## config.mk

```make
export PLATFORM = sky130hd
export DESIGN_NAME = fir_sched
export DESIGN_NICKNAME = d
export VERILOG_FILES = /design/src/rtl/fir_sched.sv
export SDC_FILE = /design/constraint.sdc
export NUM_CORES = 2
export LEC_CHECK = 0
export CAP_MARGIN = 15
export CORE_MARGIN = 5
export CORE_UTILIZATION = 50
export CTS_CLUSTER_DIAMETER = 60
export CTS_CLUSTER_SIZE = 24
export DETAILED_ROUTE_END_ITERATION = 12
export GPL_ROUTABILITY_DRIVEN = 0
export GPL_TIMING_DRIVEN = 0
export PLACE_DENSITY = 0.7
export SYNTH_ARGS = -nofsm -noshare
export SYNTH_HDL_FRONTEND = slang
export SYNTH_SLANG_ARGS = --single-unit
```

## constraint.sdc

```tcl
create_clock -name clk -period 8.7 [get_ports clk]
set_input_delay 1.74 -clock clk [delete_from_list [all_inputs] [get_ports clk]]
set_output_delay 1.74 -clock clk [all_outputs]
set_load 0.02 [all_outputs]
```

## src/rtl/fir_sched.sv

```systemverilog
// fir_sched -- single-MAC FIR scheduler.
//
// Pulls one sample at a time from the input FIFO into a circular data RAM.
// For each sample it runs NTAP multiply-accumulate steps over the tap RAM and
// the data RAM, then pushes the result into the output FIFO.
//
// Ports:
//   clk, reset                 clock, asynchronous active-low reset
//   ap_start, data_length      start pulse and sample count (sampled in IDLE)
//   ap_idle, ap_done           status; ap_done is sticky until the next start
//   in_empty, in_data, in_pop  input FIFO head interface
//   out_full, out_push,
//   out_data, out_last         output FIFO push interface
//   tap_addr, tap_rdata        tap RAM read port (1-cycle latency)
//   dat_we, dat_addr,
//   dat_wdata, dat_rdata       data RAM port (1-cycle read latency)
module fir_sched #(
    parameter int DATA_W = 32,
    parameter int NTAP   = 11,
    parameter int AW     = $clog2(NTAP)
) (
    input  logic              clk,
    input  logic              reset,
    input  logic              ap_start,
    input  logic [31:0]       data_length,
    output logic              ap_idle,
    output logic              ap_done,
    input  logic              in_empty,
    input  logic [DATA_W-1:0] in_data,
    output logic              in_pop,
    input  logic              out_full,
    output logic              out_push,
    output logic [DATA_W-1:0] out_data,
    output logic              out_last,
    output logic [AW-1:0]     tap_addr,
    input  logic [DATA_W-1:0] tap_rdata,
    output logic              dat_we,
    output logic [AW-1:0]     dat_addr,
    output logic [DATA_W-1:0] dat_wdata,
    input  logic [DATA_W-1:0] dat_rdata
);

    // k counts 0..NTAP in MAC, so it needs one more bit than an address.
    localparam int KW = AW + 1;
    localparam logic [KW-1:0] K_ONE  = KW'(1);
    localparam logic [KW-1:0] K_NTAP = KW'(NTAP);
    localparam logic [KW-1:0] K_LAST = KW'(NTAP - 1);
    localparam logic [AW-1:0] A_LAST = AW'(NTAP - 1);
    localparam logic [AW-1:0] A_NTAP = AW'(NTAP);
    localparam logic [AW-1:0] A_ONE  = AW'(1);

    typedef enum logic [2:0] {
        S_IDLE,
        S_CLEAR,
        S_WAIT_IN,
        S_MAC,
        S_WAIT_OUT
    } state_t;

    state_t            state;
    logic [KW-1:0]     k;
    logic [AW-1:0]     head;
    logic [31:0]       cnt;
    logic [31:0]       len;
    logic [DATA_W-1:0] acc;

    logic [AW-1:0]     k_a;
    logic [AW-1:0]     rd_addr;
    logic [DATA_W-1:0] prod;
    logic              issue;

    assign k_a   = k[AW-1:0];
    assign issue = (state == S_MAC) && (k < K_NTAP);
    // Low DATA_W bits of the product are the same for signed and unsigned.
    assign prod  = tap_rdata * dat_rdata;

    // (head - k) mod NTAP; only meaningful on issue cycles where k < NTAP.
    // The wrapped case is computed mod 2^AW, and the true result is < NTAP.
    always_comb begin
        if (head >= k_a) rd_addr = head - k_a;
        else             rd_addr = head - k_a + A_NTAP;
    end

    // Handshake and RAM strobes decode from registered state so that in_pop
    // and out_push can never fire against an empty/full FIFO.
    always_comb begin
        in_pop    = 1'b0;
        out_push  = 1'b0;
        dat_we    = 1'b0;
        dat_addr  = '0;
        dat_wdata = '0;
        tap_addr  = '0;
        case (state)
            S_CLEAR: begin
                dat_we   = 1'b1;
                dat_addr = k_a;
            end
            S_WAIT_IN: begin
                if (!in_empty) begin
                    in_pop    = 1'b1;
                    dat_we    = 1'b1;
                    dat_addr  = head;
                    dat_wdata = in_data;
                end
            end
            S_MAC: begin
                if (issue) begin
                    tap_addr = k_a;
                    dat_addr = rd_addr;
                end
            end
            S_WAIT_OUT: out_push = !out_full;
            default: ;
        endcase
    end

    always_ff @(posedge clk or negedge reset) begin
        if (!reset) begin
            state    <= S_IDLE;
            k        <= '0;
            head     <= '0;
            cnt      <= '0;
            len      <= '0;
            acc      <= '0;
            out_data <= '0;
            out_last <= 1'b0;
            ap_idle  <= 1'b1;
            ap_done  <= 1'b0;
        end else begin
            case (state)
                S_IDLE: begin
                    if (ap_start) begin
                        if (data_length != 32'd0) begin
                            len     <= data_length;
                            ap_done <= 1'b0;
                            ap_idle <= 1'b0;
                            head    <= '0;
                            cnt     <= '0;
                            k       <= '0;
                            state   <= S_CLEAR;
                        end else begin
                            // Zero-length job completes without touching FIFOs.
                            ap_done <= 1'b1;
                        end
                    end
                end
                S_CLEAR: begin
                    if (k == K_LAST) begin
                        k     <= '0;
                        state <= S_WAIT_IN;
                    end else begin
                        k <= k + K_ONE;
                    end
                end
                S_WAIT_IN: begin
                    if (!in_empty) begin
                        acc   <= '0;
                        k     <= '0;
                        state <= S_MAC;
                    end
                end
                S_MAC: begin
                    // RAM data for issue step k-1 arrives in step k.
                    if (k != '0) acc <= acc + prod;
                    if (k == K_NTAP) begin
                        out_data <= acc + prod;
                        out_last <= (cnt == len - 32'd1);
                        k        <= '0;
                        state    <= S_WAIT_OUT;
                    end else begin
                        k <= k + K_ONE;
                    end
                end
                S_WAIT_OUT: begin
                    if (!out_full) begin
                        head <= (head == A_LAST) ? '0 : head + A_ONE;
                        cnt  <= cnt + 32'd1;
                        if (cnt + 32'd1 == len) begin
                            ap_done <= 1'b1;
                            ap_idle <= 1'b1;
                            state   <= S_IDLE;
                        end else begin
                            state <= S_WAIT_IN;
                        end
                    end
                end
                default: state <= S_IDLE;
            endcase
        end
    end

endmodule

```

# Word-level counts from Yosys, hierarchy flattened
# Cells that the tools add are included.
[totals] ramBits=0 latch_bits=0 n_memories=0 wordCells=99 input_bits=133 ff_bits=143 rom_bits=0
[op_classes] n_mux=46 multipliers=1 div=0 n_addsub=7 n_reduce_logical=16 n_lt_le_gt_ge=2 bitwise=0 eq_ne=17 n_shift=0
[op_table] operator="$mux W32" count=7
[op_table] operator="$pmux W32 S2" count=2
[op_table] operator="$eq A32 B32 Y1" count=2
[op_table] operator="$mux W4" count=9
[op_table] operator="$add A32 B1 Y32 const B" count=1
[op_table] operator="$add A32 B32 Y32" count=1
[op_table] operator="$mul A32 B32 Y32" count=1
[op_table] operator="$reduce_bool A32 Y1" count=1
[op_table] operator="$sub A32 B1 Y32 const B" count=1
[op_table] operator="$mux W5" count=5
[op_table] operator="$pmux W5 S4" count=1
[op_table] operator="$mux W3" count=6
[op_table] operator="$pmux W3 S5" count=1
[op_table] operator="$ne A2 B2 Y1 const B" count=6
[op_table] operator="$pmux W4 S3" count=1
[op_table] operator="$reduce_and A4 Y1" count=3
[op_table] operator="$eq A5 B4 Y1 const B" count=2
[op_table] operator="$mux W1" count=9
[op_table] operator="$pmux W4 S2" count=1
[op_table] operator="$eq A3 B2 Y1 const B" count=2
[op_table] operator="$pmux W1 S2" count=3
[op_table] operator="$reduce_and A3 Y1" count=2
[op_table] operator="$reduce_and A6 Y1" count=1
[op_table] operator="$add A5 B1 Y5 const B" count=1
[op_table] operator="other kinds (18)" count=20

# Longest topological paths before layout
[logic_depth] word_depth=5 mapped_depth=30 mapped_depth_nobuf=27

# Worst setup path before layout
# OpenSTA, ideal clock, no wires.
[synth_timing] path_type="input -> register" startpoint="input dat_rdata[3]" endpoint="register out_data[31]" path_stages=26 setup_ns=0.125 arrival_ns=8.434 path_slack_ns=0.141 path_cell_list="clkbuf_1 clkbuf_1 and2_1 fa_1 fa_1 fa_1 inv_1 fa_1 inv_1 fa_1 fa_1 fa_1 inv_1 fa_1 inv_1 ha_1 clkbuf_1 nand2_1 nor2_1 nand3_1 a211oi_1 nor3_1 nor3_1 a31oi_1 xnor2_1 mux2_2"
[synth_via] elab_chain_len=2
[synth_rtl] item="start, declared" line="40" rtl="input logic [DATA_W-1:0] dat_rdata"
[synth_rtl] item="$mul A32 B32 Y32" line="75" rtl="assign prod = tap_rdata * dat_rdata;"
[synth_rtl] item="$add A32 B32 Y32" line="166" rtl="out_data <= acc + prod;"
[synth_rtl] item="end signal, assigned" line="166"
[synth_rtl] item="end, declared" line="33" rtl="output logic [DATA_W-1:0] out_data,"
# Every way passes these cells.
# A chain may end at the register's enable or synchronous reset.

# Worst setup path in the final report
[layout_timing] startpoint="input tap_rdata[5]" endpoint="register out_data[31]"
[layout_via] elab_chain_len=2
[layout_rtl] item="start, declared" line="36" rtl="input logic [DATA_W-1:0] tap_rdata,"
[layout_rtl] item="$mul A32 B32 Y32" line="75"
[layout_rtl] item="$add A32 B32 Y32" line="166"
# Every way passes these cells.

==> run summary <==
CTS tree: yes
Status: finished, final reports clean
Reg-to-Reg Start: acc[22]
Worst Hold End: out_data[22]
Total clock buffers created by CTS: 17
Reg2reg path depth: 24
Final worst path period share: 99.04%
Nature of the critical path startpoint: input port
Vias in the first global route: 22,350
Vias per std cell: 5.725
Row Count: 82
Starting Density: 50.68%
Global route overflow: 0
Root Buffer: clkbuf_16
Mapped Nets: 3,554
Worst slew pin tran: 0.9722 ns
Maximum clock frequency: 116.1 MHz
Clock slew at reported path FFs: 0.07 ns
Critical Path RT: 9.03 ns
Final Critical Period: 8.617 ns
H-tree level count: 4
Syn. warnings: 0
EDFF count, synth: 0
Max clock buf depth: 2
Critical path arrival: 8.94 ns
R2R Setup Slk: 1.64 ns
Fin Setup TNS: 0 ns
Critical Path Source: tap_rdata[5]
CTS Sinks: 143
DP Wirelength: 68,180 um
Cells after Synth: 2,846
Sequential area share after synthesis: 14.05%
Die ar.: 55,570 um2
Final Hold Viols: 0
MaxCap Viol Count: 0
Post-route ant nets: 0
RSZ-0062 raised after global routing: yes
Mapped Area: 25,480 um2
PortBufs: 202
Core ar.: 50,270 um2
I/O pin count: 211
Hold Crit Class: reg -> reg
Hold-fix buffers at CTS: 0
Skew-Pair Late Insertion Delay: 0.44 ns
Max Clock Skew: 0.01381 ns
Drt wl/cell: 22.07 um
Setup CP Type: in -> reg
Via count: 21,530
Drt pass-1 iters: 8
Syn-to-layout area delta: 15.52%
Mean Syn Cell Area: 8.952 um2
Seq cells post-synth: 143
Terminus of the critical flop-to-flop path: out_data[31]
Crit end category: register
# DRC: 0
Post-route setup slack: 0.08332 ns
FFs w/ async S/R, synth: 100.0%
Post-synth top flop: dfrtp_1
Setup violations, final: 0
WHS Path Cells: 2
Layout cell share with drive strength beyond 1: 8.331%
Initial antenna violation count: 6
Gr usage total: 29.68%
DIE WIDTH: 235.7 um
Die Y: 235.7 um
First-pass GRT wire length: 128,800 um
Final #Nets: 3,780
Max-slew headroom: 34.89%
HP Start: out_data[22]
Fin. max-slew vios: 0
Detailed Route WL: 82,990 um
Synth cell types: 81
CP max FO: 10
Leading cell type in the layout, fill and taps excluded: inv_1
Initial detailed-routing violation count: 1,853
Largest net degree at the start of global routing: 89
Commonest non-fill, non-tap cells in the layout: inv_1, fa_1, and2_1, nand2_1, clkdlybuf4s50_1
Worst slack, placed: -2.281 ns
cells in the mapped netlist, types with 4 or more instances:
cell type	number	area, um2
xor2_1	50	437.9
o21a_1	9	67.56
clkbuf_1	136	510.5
nand3_1	62	310.3
buf_4	7	52.55
o31ai_1	24	180.2
nand2b_1	7	43.79
ha_1	136	1702
and4_1	5	43.79
nor3_1	31	155.2
o21ai_0	121	605.6
o22ai_1	4	25.02
a211oi_1	8	60.06
buf_2	10	50.05
a31oi_1	15	93.84
inv_1	512	1922
fa_1	439	8788
a22oi_1	5	37.54
a31o_2	4	35.03
nand2_1	311	1167
and2_1	326	2039
xnor2_1	107	937.2
nor2b_1	13	81.33
o41ai_1	4	35.03
nor4_1	20	125.1
mux2_2	44	495.5
mux2i_1	11	110.1
nor2_1	71	266.5
a21oi_1	45	225.2
or3_1	6	37.54
nor3b_1	4	30.03
nand4_1	15	93.84
o21ai_1	5	25.02
and3_1	48	300.3
a21o_1	21	157.7
dfrtp_1	142	3553
layout make-up:
type	instances	area, um2
Tap cell	672	840.8
Inverter	513	1926
Fill cell	4417	20840
Multi-Input combinational cell	2034	19450
Buffer	151	988.4
Antenna cell	3	7.507
Clock inverter	15	173.9
Clock buffer	17	425.4
Sequential cell	143	3580
Timing Repair Buffer	212	2043
logic make-up (layout without fill, tap and decap cells):
group,count (synthesis),in the layout,synth area share (%)
xor gates and xnor gates,157,157,5.397
adders and majority gates,575,575,41.17
other,0,3,0
buffers and inverters,669,908,10.07
and+or+nand+nor,947,947,19.55
muxes,55,55,2.377
AOI/OAI and AO/OA,300,300,7.386
DFF,143,143,14.05
state kept, by name (all words and copies together) (netlist names):
name	count
state	3
ap_done	1
out_data	32
out_last	1
ap_idle	1
head	4
k	5
cnt	32
acc	32
len	32
timing repair:
| action | CTS | global route |
|---|---|---|
| pin swaps | 10 | 19 |
| gates resized for setup | 189 | 131 |
| cloned | 0 | 1 |
| endpoints found under the setup margin | 34 | 20 |
| setup buffers | 5 | 3 |
layer usage:
layer | global-route usage, % | up-vias | share of wire (%)
li1 | - | 9288 | -
met1 | 39.08 | 10750 | 38
met2 | 46.67 | 1252 | 45
met3 | 7.779 | 228 | 11
met4 | 12.83 | 6 | 5.5
met5 | 0 | - | 0.043
how the worst max path moves through the flow:
stage               cells after the start  slack, ns      endpoint
floorplan                              26       0.14  out_data[31]
global placement                       27      -2.22  out_data[31]
detailed placement                     27      -2.28  out_data[31]
CTS                                    28     0.0003  out_data[26]
global route                           25      -0.04       acc[23]
finish                                 26       0.08  out_data[31]
critical path: stages:
cell and delay, ns:
clkdlybuf4s15_2 0.40, clkbuf_4 0.42, nand2_1 0.13, fa_1 0.40, inv_1 0.08, fa_1 0.41
inv_1 0.08, fa_1 0.43, fa_1 0.50, fa_1 0.55, inv_1 0.06, fa_1 0.45
fa_1 0.56, inv_1 0.08, fa_1 0.48, inv_1 0.04, ha_2 0.29, nand4_1 0.18
nor2_1 0.08, a211o_1 0.32, or3_1 0.33, nor3_2 0.23, nor3_2 0.09, a31oi_1 0.20
xnor2_1 0.12, mux2_2 0.27
through the flow:
stage          utilization, %  std cells  hold slack (ns)  area (um2)
6_report                58.54       3760           0.4850       29430
3_3_place_gp            56.37       3720           0.4703       28340
5_1_grt                 58.53       3757           0.5049       29420
3_5_place_dp            56.43       3721           0.4739       28370
2_1_floorplan               -       2846           0.4644       25480
4_1_cts                 58.36       3755           0.4878       29340
Power is left out: the tool's default activity adds up to more than one toggle a clock period on the data nets, which glitch-free logic cannot reach.
